[config.mk]
export PLATFORM = sky130hd
export DESIGN_NAME = axis_sw_remote
export DESIGN_NICKNAME = d
export VERILOG_FILES = /design/src/rtl/axis_sw_remote.sv
export SDC_FILE = /design/constraint.sdc
export NUM_CORES = 1
export LEC_CHECK = 0
export CORE_MARGIN = 4
export CORE_UTILIZATION = 51
export DETAILED_ROUTE_END_ITERATION = 8
export PLACE_DENSITY = 0.76
export SYNTH_ARGS = -nofsm -noshare
export SYNTH_HDL_FRONTEND = slang
export SYNTH_SLANG_ARGS = --single-unit
[constraint.sdc]
create_clock -name axis_clk -period 6.04 [get_ports axis_clk]
set_clock_uncertainty 0.05 [all_clocks]
set_input_delay 1.51 -clock axis_clk [delete_from_list [all_inputs] [get_ports axis_clk]]
set_output_delay 1.51 -clock axis_clk [all_outputs]
set_load 0.01 [all_outputs]
[src/rtl/axis_sw_remote.sv]
// Far-end AXI-Stream switch: tid-demuxed ingress FIFO toward UP/AA/LA and a round-robin UP/AA link arbiter.
// Optional build macro AXIS_SW_RMT_DROP_CNT_EN adds the ds_drop_cnt port (saturating tid-11 discard count).
module axis_sw_remote #(
   parameter int pUSER_PROJECT_SIDEBAND_WIDTH = 5,
   parameter int pDATA_WIDTH                  = 32,
   parameter int pFIFO_DEPTH                  = 8,
   parameter int pMAX_BEAT                    = 8
) (
   input  logic                                    axis_clk,
   input  logic                                    axi_reset,
   input  logic [pDATA_WIDTH-1:0]                  is_as_tdata,
   input  logic [pUSER_PROJECT_SIDEBAND_WIDTH-1:0] is_as_tupsb,
   input  logic [pDATA_WIDTH/8-1:0]                is_as_tstrb,
   input  logic [pDATA_WIDTH/8-1:0]                is_as_tkeep,
   input  logic                                    is_as_tlast,
   input  logic [1:0]                              is_as_tid,
   input  logic [1:0]                              is_as_tuser,
   input  logic                                    is_as_tvalid,
   output logic                                    as_is_tready,
   output logic [pDATA_WIDTH-1:0]                  as_up_tdata,
   output logic [pUSER_PROJECT_SIDEBAND_WIDTH-1:0] as_up_tupsb,
   output logic [pDATA_WIDTH/8-1:0]                as_up_tstrb,
   output logic [pDATA_WIDTH/8-1:0]                as_up_tkeep,
   output logic                                    as_up_tlast,
   output logic [1:0]                              as_up_tuser,
   output logic                                    as_up_tvalid,
   input  logic                                    up_as_tready,
   output logic [pDATA_WIDTH-1:0]                  as_aa_tdata,
   output logic [pDATA_WIDTH/8-1:0]                as_aa_tstrb,
   output logic [pDATA_WIDTH/8-1:0]                as_aa_tkeep,
   output logic                                    as_aa_tlast,
   output logic [1:0]                              as_aa_tuser,
   output logic                                    as_aa_tvalid,
   input  logic                                    aa_as_tready,
   output logic [pDATA_WIDTH-1:0]                  as_la_tdata,
   output logic [pDATA_WIDTH/8-1:0]                as_la_tstrb,
   output logic [pDATA_WIDTH/8-1:0]                as_la_tkeep,
   output logic                                    as_la_tlast,
   output logic [1:0]                              as_la_tuser,
   output logic                                    as_la_tvalid,
   input  logic                                    la_as_tready,
   input  logic [pDATA_WIDTH-1:0]                  up_as_tdata,
   input  logic [pUSER_PROJECT_SIDEBAND_WIDTH-1:0] up_as_tupsb,
   input  logic [pDATA_WIDTH/8-1:0]                up_as_tstrb,
   input  logic [pDATA_WIDTH/8-1:0]                up_as_tkeep,
   input  logic                                    up_as_tlast,
   input  logic [1:0]                              up_as_tuser,
   input  logic                                    up_as_tvalid,
   output logic                                    as_up_tready,
   input  logic [pDATA_WIDTH-1:0]                  aa_as_tdata,
   input  logic [pDATA_WIDTH/8-1:0]                aa_as_tstrb,
   input  logic [pDATA_WIDTH/8-1:0]                aa_as_tkeep,
   input  logic                                    aa_as_tlast,
   input  logic [1:0]                              aa_as_tuser,
   input  logic                                    aa_as_tvalid,
   output logic                                    as_aa_tready,
   output logic [pDATA_WIDTH-1:0]                  as_is_tdata,
   output logic [pUSER_PROJECT_SIDEBAND_WIDTH-1:0] as_is_tupsb,
   output logic [pDATA_WIDTH/8-1:0]                as_is_tstrb,
   output logic [pDATA_WIDTH/8-1:0]                as_is_tkeep,
   output logic                                    as_is_tlast,
   output logic [1:0]                              as_is_tid,
   output logic [1:0]                              as_is_tuser,
   output logic                                    as_is_tvalid,
   input  logic                                    is_as_tready,
`ifdef AXIS_SW_RMT_DROP_CNT_EN
   output logic [15:0]                             ds_drop_cnt,
`endif
   output logic [$clog2(pFIFO_DEPTH):0]            ds_level
);

   localparam int SBW = pUSER_PROJECT_SIDEBAND_WIDTH;
   localparam int KW  = pDATA_WIDTH / 8;
   localparam int AW  = $clog2(pFIFO_DEPTH);
   localparam int CW  = $clog2(pMAX_BEAT + 1);
   localparam int EW  = 2 + 2 + 1 + KW + KW + SBW + pDATA_WIDTH;
   localparam logic [AW:0] FULL_LVL  = (AW + 1)'(pFIFO_DEPTH);
   localparam logic [CW-1:0] LAST_CNT = CW'(pMAX_BEAT - 1);

   typedef enum logic [1:0] {
      IDLE     = 2'b00,
      GRANT_UP = 2'b01,
      GRANT_AA = 2'b10
   } state_t;

   logic [EW-1:0]          mem [pFIFO_DEPTH];
   logic [AW-1:0]          wr_ptr;
   logic [AW-1:0]          rd_ptr;
   logic [AW:0]            level;
   logic                   push;
   logic                   pop;
   logic                   empty;
   logic                   drop;
   logic [pDATA_WIDTH-1:0] h_data;
   logic [SBW-1:0]         h_upsb;
   logic [KW-1:0]          h_strb;
   logic [KW-1:0]          h_keep;
   logic                   h_last;
   logic [1:0]             h_tid;
   logic [1:0]             h_user;

   state_t                 state;
   logic                   last_grant_aa;
   logic [CW-1:0]          beat_cnt;
   logic                   link_hs;
   logic                   release_now;

   assign as_is_tready = (level != FULL_LVL);
   assign ds_level     = level;
   assign push         = is_as_tvalid & as_is_tready;
   assign empty        = (level == '0);
   assign {h_user, h_tid, h_last, h_keep, h_strb, h_upsb, h_data} = mem[rd_ptr];

   // Head-of-line blocking: only the sink named by the head tid can pop; tid 11 pops itself.
   assign drop = !empty & (h_tid == 2'b11);
   assign pop  = !empty & (((h_tid == 2'b00) & up_as_tready) |
                           ((h_tid == 2'b01) & aa_as_tready) |
                           ((h_tid == 2'b10) & la_as_tready) |
                           (h_tid == 2'b11));

   always_ff @(posedge axis_clk) begin
      if (push) begin
         mem[wr_ptr] <= {is_as_tuser, is_as_tid, is_as_tlast, is_as_tkeep, is_as_tstrb, is_as_tupsb, is_as_tdata};
      end
   end

   always_ff @(posedge axis_clk or posedge axi_reset) begin
      if (axi_reset) begin
         wr_ptr <= '0;
         rd_ptr <= '0;
         level  <= '0;
      end else begin
         if (push) wr_ptr <= wr_ptr + AW'(1);
         if (pop)  rd_ptr <= rd_ptr + AW'(1);
         case ({push, pop})
            2'b10:   level <= level + (AW + 1)'(1);
            2'b01:   level <= level - (AW + 1)'(1);
            default: level <= level;
         endcase
      end
   end

   always_comb begin
      as_up_tdata  = '0;
      as_up_tupsb  = '0;
      as_up_tstrb  = '0;
      as_up_tkeep  = '0;
      as_up_tlast  = 1'b0;
      as_up_tuser  = '0;
      as_up_tvalid = 1'b0;
      as_aa_tdata  = '0;
      as_aa_tstrb  = '0;
      as_aa_tkeep  = '0;
      as_aa_tlast  = 1'b0;
      as_aa_tuser  = '0;
      as_aa_tvalid = 1'b0;
      as_la_tdata  = '0;
      as_la_tstrb  = '0;
      as_la_tkeep  = '0;
      as_la_tlast  = 1'b0;
      as_la_tuser  = '0;
      as_la_tvalid = 1'b0;
      if (!empty) begin
         case (h_tid)
            2'b00: begin
               as_up_tdata  = h_data;
               as_up_tupsb  = h_upsb;
               as_up_tstrb  = h_strb;
               as_up_tkeep  = h_keep;
               as_up_tlast  = h_last;
               as_up_tuser  = h_user;
               as_up_tvalid = 1'b1;
            end
            2'b01: begin
               as_aa_tdata  = h_data;
               as_aa_tstrb  = h_strb;
               as_aa_tkeep  = h_keep;
               as_aa_tlast  = h_last;
               as_aa_tuser  = h_user;
               as_aa_tvalid = 1'b1;
            end
            2'b10: begin
               as_la_tdata  = h_data;
               as_la_tstrb  = h_strb;
               as_la_tkeep  = h_keep;
               as_la_tlast  = h_last;
               as_la_tuser  = h_user;
               as_la_tvalid = 1'b1;
            end
            default: begin
               as_la_tvalid = 1'b0;
            end
         endcase
      end
   end

`ifdef AXIS_SW_RMT_DROP_CNT_EN
   always_ff @(posedge axis_clk or posedge axi_reset) begin
      if (axi_reset) begin
         ds_drop_cnt <= '0;
      end else if (drop && (ds_drop_cnt != 16'hFFFF)) begin
         ds_drop_cnt <= ds_drop_cnt + 16'd1;
      end
   end
`endif

   assign link_hs     = as_is_tvalid & is_as_tready;
   assign release_now = link_hs & (as_is_tlast | (beat_cnt == LAST_CNT));

   // Grant goes to the source that did not win last time when both request.
   always_ff @(posedge axis_clk or posedge axi_reset) begin
      if (axi_reset) begin
         state         <= IDLE;
         last_grant_aa <= 1'b1;
         beat_cnt      <= '0;
      end else begin
         case (state)
            IDLE: begin
               if (up_as_tvalid && aa_as_tvalid) begin
                  state <= last_grant_aa ? GRANT_UP : GRANT_AA;
               end else if (up_as_tvalid) begin
                  state <= GRANT_UP;
               end else if (aa_as_tvalid) begin
                  state <= GRANT_AA;
               end else begin
                  state <= IDLE;
               end
            end
            GRANT_UP, GRANT_AA: begin
               if (release_now) begin
                  state         <= IDLE;
                  last_grant_aa <= (state == GRANT_AA);
                  beat_cnt      <= '0;
               end else if (link_hs) begin
                  beat_cnt <= beat_cnt + CW'(1);
               end
            end
            default: begin
               state    <= IDLE;
               beat_cnt <= '0;
            end
         endcase
      end
   end

   always_comb begin
      as_is_tdata  = '0;
      as_is_tupsb  = '0;
      as_is_tstrb  = '0;
      as_is_tkeep  = '0;
      as_is_tlast  = 1'b0;
      as_is_tid    = '0;
      as_is_tuser  = '0;
      as_is_tvalid = 1'b0;
      as_up_tready = 1'b0;
      as_aa_tready = 1'b0;
      case (state)
         GRANT_UP: begin
            as_is_tdata  = up_as_tdata;
            as_is_tupsb  = up_as_tupsb;
            as_is_tstrb  = up_as_tstrb;
            as_is_tkeep  = up_as_tkeep;
            as_is_tlast  = up_as_tlast;
            as_is_tid    = 2'b00;
            as_is_tuser  = up_as_tuser;
            as_is_tvalid = up_as_tvalid;
            as_up_tready = is_as_tready;
         end
         GRANT_AA: begin
            as_is_tdata  = aa_as_tdata;
            as_is_tstrb  = aa_as_tstrb;
            as_is_tkeep  = aa_as_tkeep;
            as_is_tlast  = aa_as_tlast;
            as_is_tid    = 2'b01;
            as_is_tuser  = aa_as_tuser;
            as_is_tvalid = aa_as_tvalid;
            as_aa_tready = is_as_tready;
         end
         default: begin
            as_is_tvalid = 1'b0;
         end
      endcase
   end

endmodule

==> impl_metrics.csv, run 1 <==
group,metric,value,unit
run_status,status,"completed",
clock_tree,cts_resized,0,
sta,setup_viol,0,
setup_path,end_kind,"output pin",
setup_path,cp_max_fo,37,
grt,grt_pass1_wl,61.9,mm
sta,period_needed,5630,ps
clock_tree,clock-sinks,417,
logic_synthesis,mappedNetlistArea,17200,sq um
min_path,hp-class,"register to register",
floorplanning,die_w,192,um
logic_synthesis,synth_most_common_cell,"edfxtp_1",
clock_tree,htreeDepth,2,
clock_tree,postCtsSetupBuffers,0,
grt,first_global_vias,10300,
setup_path,worstPathArrival,4070,ps
final_layout,postLayoutCellArea,22600,sq um
final_layout,finalNetCount,1459,
sta,holdWs,468,ps
place,placedCellCount,1704,
sta,slew_viol_final,0,
logic_synthesis,yosys.area.top_type,"edfxtp_1",
route,dr.pass1.iters,5,
floorplanning,die-area,36800,sq um
pwr,max-vdd-ir-drop,0.368,mV
floorplanning,ios,345,
floorplanning,core,33400,sq um
setup_path,worstRegToRegCells,12,
logic_synthesis,synth_edf_count,400,
place,placed_area,21300,sq um
logic_synthesis,synth_async_sr_flop_share,4.08,%
logic_synthesis,synth_nets,1111,
clock_tree,cts_hold_buf,0,
grt,grt_max_degree,55,
clock_tree,worstSkewPairLatency,540,ps
logic_synthesis,synth_ff_type,"edfxtp_1",
logic_synthesis,synth_cell_types,42,
clock_tree,cts_tree,"done",
place,place_congestion,0.752,
sta,rsz0062_at_grt,"no",
setup_path,timing.rr.end,"ds_level[3]$_DFFE_PP0P_",
final_layout,final_core_util,67.6,%
setup_path,regToRegSetupSlack,2410,ps
route,routedWlPerCell,23.3,um
pwr,p_leak,7.51,nW
clock_tree,cts.reportedPaths.clkPinSlew,60,ps
logic_synthesis,synth_common_cells,"edfxtp_1, nor2_1, mux4_2, mux2i_1, nor2b_1",
route,viasPerCell,5.58,
sta,fin_ws,408,ps
sta,finalCritPeriodShare,93.2,%
route,drc,0,
job,drv_cap,0,
clock_tree,cts_root_buf,"clkbuf_16",
grt,antenna_found_initial,5,
logic_synthesis,ys_seq_area_share,72.1,%
setup_path,timing.rr.start,"rd_ptr[1]$_DFFE_PP0P_",
floorplanning,start_util,51.6,%
logic_synthesis,synth_top_area_share,69.6,%
route,drt-total-wl,41.5,mm
clock_tree,cts_buffers,41,
place,post-place-ws,932,ps
floorplanning,rows,67,
route,vias,9910,
final_layout,area_growth_syn_to_layout,31.1,%
final_layout,num-fill-cells,2178,
final_layout,drive_above_1_share,14.7,%
floorplanning,die_h,192,um
setup_path,cp-startpoint,"rd_ptr[0]$_DFFE_PP0P_",
setup_path,worstSetupEndpoint,"as_up_tdata[27]",
route,drtIter0Drc,795,
logic_synthesis,synthTopCellsByArea,"edfxtp_1, mux4_2, nor2_1",
logic_synthesis,synth_cells,951,
sta,worstMarginPinSlew,1100,ps
sta,fmax,178,MHz
setup_path,crit_type,"register to output pin",
place,place_hpwl,25.6,mm
logic_synthesis,ys_ff_latch,417,
setup_path,critPathLaunchType,"register",
logic_synthesis,yosys_warnings,0,
clock_tree,clockBufferDepth,3,
pwr,power,11.7,mW
sta,hold_viol_final,0,
setup_path,cp.required,4480,ps
route,antenna_left,0,
pwr,power-per-cell-area,516,nW/um^2
final_layout,final_cells,1777,
grt,grt_usage,22.4,%
logic_synthesis,postSynthAreaPerCell,18.1,sq um
sta,fin_tns_setup,0,ps
place,port_buffers,343,
sta,slew-limit-headroom,26.5,%
grt,grt_overflow,0,
## power by group
| group | switching, mW | internal (mW) |
|---|---|---|
| registers | 0.333 | 3.66 |
| logic | 2.57 | 2.58 |
| clock network | 1.01 | 1.50 |
## registers in the layout, indices dropped and copies added (netlist names)
signal	cells
beat_cnt	4
ds_level	4
last_grant_aa	1
mem	400
rd_ptr	3
state	2
wr_ptr	3
## worst min path at each step
| stage | from | cells after the start | slack [ps] | endpoint |
|---|---|---|---|---|
| global route | beat_cnt[2]$_DFFE_PP0P_ | 1 | 500 | beat_cnt[2]$_DFFE_PP0P_ |
| global placement | beat_cnt[2]$_DFFE_PP0P_ | 1 | 440 | beat_cnt[2]$_DFFE_PP0P_ |
| detailed placement | beat_cnt[2]$_DFFE_PP0P_ | 1 | 460 | beat_cnt[2]$_DFFE_PP0P_ |
| floorplan | beat_cnt[2]$_DFFE_PP0P_ | 1 | 420 | beat_cnt[2]$_DFFE_PP0P_ |
| CTS | beat_cnt[2]$_DFFE_PP0P_ | 1 | 470 | beat_cnt[2]$_DFFE_PP0P_ |
| finish | beat_cnt[2]$_DFFE_PP0P_ | 1 | 470 | beat_cnt[2]$_DFFE_PP0P_ |
## cell type report
class / instances / area (sq um) / area share [%]
Antenna cell: 4 / 10.0 / 0.0443
Sequential cell: 417 / 12400 / 55.1
Clock buffer: 48 / 1050 / 4.65
Timing Repair Buffer: 364 / 3640 / 16.1
Tap cell: 448 / 561 / 2.48
Inverter: 11 / 41.3 / 0.183
Clock inverter: 21 / 278 / 1.23
Multi-Input combinational cell: 464 / 4580 / 20.2
## cells by family after synthesis
family,count (synthesis),synth area share [%]
AND/OR/NAND/NOR,229,6.13
other,1,0.0217
AO/OA/AOI/OAI,61,2.62
buffers and inverters,70,1.70
flip-flops,417,72.1
multiplexers,156,16.3
XOR/XNOR,7,0.355
adder cells (fa/ha/maj),10,0.769
## critical path, stage by stage, from the launching register on
cell and delay [ps]:
dfrtp_4 790, mux2_2 400, nor3b_1 330, nor4_4 130, nor2_1 150, nand2_2 600, buf_4 450, nor2_1 120
clkdlybuf4s50_1 560
## placed cells by master (no fill, tap or decap), drive strengths merged, types with 9 or more instances in the layout
cell / netlist / final
ha: 9 / 9
nor2b: 43 / 43
dfrtp: 16 / 16
clkinv: 0 / 15
mux2i: 52 / 52
mux4: 98 / 98
nor2: 144 / 144
inv: 11 / 11
clkbuf: 30 / 48
buf: 29 / 21
clkdlybuf4s50: 0 / 343
nand2: 11 / 11
edfxtp: 400 / 400
and2: 9 / 9
a22oi: 42 / 42
## per-layer routing
| metal | global-route usage, % | up-vias | wire length [um] |
|---|---|---|---|
| met5 | 0 | - | 31 |
| met4 | 5.97 | 4 | 964 |
| met3 | 4.53 | 59 | 3110 |
| met2 | 39.2 | 415 | 21300 |
| met1 | 28.8 | 4999 | 16100 |
| li1 | - | 4433 | - |
(Power assumes the default switching activity.)
==> inputs of run 2 (changes only) <==
--- a/config.mk
+++ b/config.mk
@@ -8,7 +8,7 @@
 export CORE_MARGIN = 4
 export CORE_UTILIZATION = 51
 export DETAILED_ROUTE_END_ITERATION = 8
-export PLACE_DENSITY = 0.76
+export PLACE_DENSITY = 0.86
 export SYNTH_ARGS = -nofsm -noshare
 export SYNTH_HDL_FRONTEND = slang
 export SYNTH_SLANG_ARGS = --single-unit
==> run 2 against run 1 <==
  * Critical path depth is 3 lower
  * Core utilization shrank 0.082 points
  * Worst hold slack better by 8.5 ps
  * Clock power about the same
  * Total power is essentially flat
  * Worst setup slack gained 230 ps
  * Combinational power about the same
  * Register-to-register slack better by 60 ps
  * Cell area decreased by 0.12%
  * First-iteration DRC count is 0.25% lower
  * Highest routed layer unchanged
==> impl_metrics.csv, run 2 (synthesis results as in run 1) <==
group,metric,value,unit
sta,worstMarginPinSlew,1330,ps
route,antenna_left,0,
sta,fin_ws,635,ps
grt,first_global_vias,10300,
floorplanning,die_h,192,um
final_layout,layout_commonest_cell,"edfxtp_1",
grt,grt_max_degree,59,
min_path,hp-class,"register to register",
setup_path,worstRegToRegCells,12,
floorplanning,ios,345,
final_layout,layout_common_cells,"edfxtp_1, clkdlybuf4s50_1, nor2_1",
place,place_congestion,0.740,
setup_path,end_kind,"output pin",
grt,grt_overflow,0,
job,drv_cap,0,
clock_tree,cts_root_buf,"clkbuf_16",
floorplanning,start_util,51.6,%
final_layout,largest_reg_flops,400,
setup_path,cp.required,4480,ps
setup_path,crit_type,"register to output pin",
sta,hold_viol_final,0,
floorplanning,rows,67,
clock_tree,htreeDepth,2,
grt,grt_pass1_wl,62.5,mm
floorplanning,die_w,192,um
setup_path,regToRegSetupSlack,2470,ps
place,post-place-ws,1120,ps
clock_tree,cts_buffers,40,
sta,slew-limit-headroom,11.4,%
clock_tree,clockBufferDepth,3,
setup_path,cp_max_fo,58,
setup_path,timing.rr.end,"ds_level[3]$_DFFE_PP0P_",
route,drtIter0Drc,793,
setup_path,timing.rr.start,"rd_ptr[1]$_DFFE_PP0P_",
clock_tree,postCtsSetupBuffers,0,
route,vias,9988,
sta,setup_viol,0,
sta,rsz0062_at_grt,"no",
min_path,hp-start,"beat_cnt[2]$_DFFE_PP0P_",
route,routedWlPerCell,23.8,um
final_layout,finalNetCount,1459,
final_layout,final_core_util,67.5,%
run_status,status,"completed",
route,viasPerCell,5.60,
sta,finalCritPeriodShare,89.5,%
place,place_hpwl,27.5,mm
min_path,hold_depth,1,
clock_tree,cts.reportedPaths.clkPinSlew,60,ps
final_layout,area_growth_syn_to_layout,30.9,%
clock_tree,cts_hold_buf,0,
floorplanning,core,33400,sq um
route,drt-total-wl,42.4,mm
final_layout,regMostFlops,"mem",
pwr,power,11.7,mW
setup_path,worstPathArrival,3850,ps
place,port_buffers,343,
sta,fin_tns_setup,0,ps
sta,fmax,185,MHz
clock_tree,clock-sinks,417,
pwr,power-per-cell-area,516,nW/um^2
floorplanning,die-area,36800,sq um
final_layout,drive_above_1_share,15.6,%
grt,antenna_found_initial,7,
clock_tree,cts_tree,"done",
setup_path,critPathLaunchType,"register",
route,dr.pass1.iters,5,
sta,slew_viol_final,0,
clock_tree,cts_resized,0,
clock_tree,worstSkewPairLatency,530,ps
pwr,max-vdd-ir-drop,0.356,mV
route,drc,0,
min_path,min_to,"beat_cnt[2]$_DFFE_PP0P_",
grt,grt_usage,22.7,%
final_layout,num-fill-cells,2121,
pwr,p_leak,7.52,nW
sta,period_needed,5410,ps
## run 2: worst max path at each step
stage,endpoint,slack [ps],start,depth (start not counted)
4_1_cts,as_la_tdata[13],530,rd_ptr[1]$_DFFE_PP0P_,5
3_3_place_gp,as_la_tdata[22],1240,rd_ptr[1]$_DFFE_PP0P_,5
2_1_floorplan,mem[0][0]$_DFFE_PP_,140,is_as_tvalid,3
5_1_grt,as_up_tdata[24],360,rd_ptr[1]$_DFFE_PP0P_,7
6_report,as_la_tdata[13],630,rd_ptr[1]$_DFFE_PP0P_,5
3_5_place_dp,as_la_tdata[13],1120,rd_ptr[1]$_DFFE_PP0P_,5
## run 2: area by class of cell
class,count,area [sq um],share of cell area (%)
Multi-Input combinational cell,464,4580,20.3
Timing Repair Buffer,365,3600,15.9
Tap cell,448,561,2.48
Antenna cell,5,12.5,0.0554
Sequential cell,417,12400,55.1
Clock buffer,46,1040,4.63
Inverter,11,41.3,0.183
Clock inverter,28,298,1.32
## run 2: power breakdown
| group | total [mW] | leakage (nW) | switching [mW] | internal, mW |
|---|---|---|---|---|
| combinational | 5.17 | 3.03 | 2.60 | 2.57 |
| sequential | 3.98 | 3.84 | 0.317 | 3.66 |
| clock | 2.51 | 0.658 | 1.04 | 1.47 |
## run 2: worst max-delay path, cell delays in order (launching register included)
cell	delay (ps)
dfrtp_4	990
nor3b_1	430
nor4_4	100
or3_2	910
nor2_1	270
clkdlybuf4s50_1	590
## run 2: metrics by stage
step           hold slack [ps]  instance area [sq um]  instances
2_1_floorplan              416                  17200        951
5_1_grt                    474                  22600       1784
3_5_place_dp               454                  21200       1705
6_report                   477                  22600       1784
3_3_place_gp               438                  21200       1705
4_1_cts                    462                  22600       1779
## run 2: per-layer routing
layer	vias to the layer above	wire length [um]	track usage, %
li1	4441	-	-
met1	5075	15900	28.8
met2	412	22000	39.4
met3	56	3170	4.14
met4	4	1340	8.51
met5	-	22	0
==> inputs of run 3 (changes only) <==
--- a/config.mk
+++ b/config.mk
@@ -9,6 +9,7 @@
 export CORE_UTILIZATION = 51
 export DETAILED_ROUTE_END_ITERATION = 8
 export PLACE_DENSITY = 0.86
+export SETUP_SLACK_MARGIN = 0.3
 export SYNTH_ARGS = -nofsm -noshare
 export SYNTH_HDL_FRONTEND = slang
 export SYNTH_SLANG_ARGS = --single-unit
==> run 3 against run 2 <==
  * Via count up 0.10%
  * Combinational power increased by 0.8%
  * Sequential power hardly changed
  * Maximum frequency down 2.7%
  * Flip-flop and latch count is the same
  * Total power is 0.58% higher
  * Critical endpoint is now as_la_tdata[0]
  * Largest power group unchanged
  * Highest routed layer unchanged
==> impl_metrics.csv, run 3 (synthesis results as in run 1) <==
group,metric,value,unit
grt,grtUsageMet2,39.8,%
floorplanning,rows,67,
min_path,hp-start,"beat_cnt[2]$_DFFE_PP0P_",
setup_path,critPathLaunchType,"register",
sta,setup_viol,0,
grt,grt_busiest_layer,"met2",
sta,finalCritPeriodShare,92.0,%
route,antenna_left,0,
route,dr.pass1.iters,4,
route,vias,9998,
grt,first_global_vias,10400,
setup_path,regToRegSetupSlack,2490,ps
clock_tree,cts_tree,"done",
setup_path,timing.rr.start,"rd_ptr[0]$_DFFE_PP0P_",
route,viasPerCell,5.61,
final_layout,layout_common_cells,"edfxtp_1, clkdlybuf4s50_1, nor2_1",
place,place_congestion,0.726,
pwr,p_clk_share,21.7,%
sta,fin_tns_setup,0,ps
setup_path,cp_max_fo,43,
clock_tree,cts_resized,0,
sta,rsz0062_at_grt,"no",
floorplanning,die-area,36800,sq um
clock_tree,clockBufferDepth,3,
final_layout,regMostFlops,"mem",
place,post-place-ws,1010,ps
setup_path,cp.required,4480,ps
setup_path,crit_type,"register to output pin",
final_layout,layout_commonest_cell,"edfxtp_1",
sta,slew-limit-headroom,17.2,%
grt,grt_max_degree,63,
clock_tree,cts.reportedPaths.clkPinSlew,60,ps
pwr,p_leak,7.52,nW
final_layout,seqCellArea,12400,sq um
clock_tree,worstSkewPairLatency,520,ps
sta,fmax,180,MHz
sta,period_needed,5560,ps
route,drc,0,
grt,grt_pass1_wl,62.8,mm
grt,grt_usage,22.9,%
floorplanning,core,33400,sq um
min_path,hold_depth,1,
route,drt-total-wl,43.0,mm
setup_path,worstRegToRegCells,13,
pwr,power-per-cell-area,519,nW/um^2
clock_tree,cts_hold_buf,0,
final_layout,multiInputGateArea,4590,sq um
grt,grt_overflow,0,
setup_path,timing.rr.end,"ds_level[3]$_DFFE_PP0P_",
pwr,power_switching,3.97,mW
final_layout,finalNetCount,1459,
pwr,max-vdd-ir-drop,0.490,mV
grt,antenna_found_initial,5,
setup_path,worstPathArrival,4000,ps
place,port_buffers,343,
final_layout,area_growth_syn_to_layout,31.0,%
route,drtIter0Drc,883,
grt,global_route.usage.met1,29.1,%
sta,hold_viol_final,0,
route,routedWlPerCell,24.2,um
clock_tree,cts_buffers,41,
job,drv_cap,0,
floorplanning,start_util,51.6,%
clock_tree,postCtsSetupBuffers,0,
pwr,p_comb_share,44.5,%
min_path,min_to,"beat_cnt[2]$_DFFE_PP0P_",
pwr,switching_share,33.9,%
floorplanning,ios,345,
sta,slew_viol_final,0,
place,place_hpwl,26.4,mm
final_layout,num-fill-cells,2135,
final_layout,drive_above_1_share,14.8,%
min_path,hp-class,"register to register",
grt,grt_use_met3,4.03,%
floorplanning,die_w,192,um
sta,worstMarginPinSlew,1240,ps
final_layout,largest_reg_flops,400,
clock_tree,clock-sinks,417,
run_status,status,"completed",
clock_tree,cts_root_buf,"clkbuf_16",
sta,fin_ws,482,ps
setup_path,end_kind,"output pin",
pwr,intPower,7.75,mW
floorplanning,die_h,192,um
pwr,pwr-share-seq,33.9,%
clock_tree,htreeDepth,2,
## run 3: cell type report
cell class              instances  share of cell area [%]
clock inverters                21                   0.997
inverters                      11                   0.183
well taps                     448                    2.48
flip-flops and latches        417                    55.1
diodes                          4                  0.0443
repair buffers                364                    15.9
multi-input cells             464                    20.3
clock buffers                  52                    4.96
## run 3: through the flow
stage          utilization, %  total power [mW]  hold slack, ps  instance area [sq um]  instances
2_1_floorplan               -              6.87             416                  17300        951
3_3_place_gp             63.5              9.11             442                  21200       1704
3_5_place_dp             63.5              9.25             451                  21200       1704
4_1_cts                  67.5              11.8             461                  22600       1777
5_1_grt                  67.5              12.3             479                  22600       1781
6_report                 67.5              11.7             459                  22600       1781
## run 3: layer usage
metal,share of wire [%],wire [um]
met1,38,16600
met2,51,22100
met3,7.1,3040
met4,3.1,1320
met5,0.030,13
## run 3: power by group through the flow
| stage | sequential [mW] | combinational (mW) | clock, mW |
|---|---|---|---|
| floorplan | 3.84 | 3.03 | 0 |
| global placement | 3.99 | 5.12 | 0 |
| detailed placement | 4.03 | 5.23 | 0 |
| CTS | 3.97 | 5.26 | 2.58 |
| global route | 4.02 | 5.60 | 2.71 |
| finish | 3.97 | 5.21 | 2.54 |
## run 3: worst max path at each step
stage                     startpoint  depth (start not counted)  slack, ps                   to
2_1_floorplan           is_as_tvalid                          2        410  mem[1][0]$_DFFE_PP_
3_3_place_gp   rd_ptr[0]$_DFFE_PP0P_                          5       1070       as_la_tdata[0]
3_5_place_dp   rd_ptr[0]$_DFFE_PP0P_                          8       1010       as_up_tstrb[3]
4_1_cts        rd_ptr[0]$_DFFE_PP0P_                          8        400       as_up_tstrb[3]
5_1_grt        rd_ptr[0]$_DFFE_PP0P_                          5        300       as_la_tdata[0]
6_report       rd_ptr[0]$_DFFE_PP0P_                          5        480       as_la_tdata[0]
## run 3: worst max-delay path, stage by stage (launching register included)
cell	delay, ps
dfrtp_4	740
buf_4	770
mux4_2	600
mux2i_1	710
nor2_1	110
clkdlybuf4s50_1	510
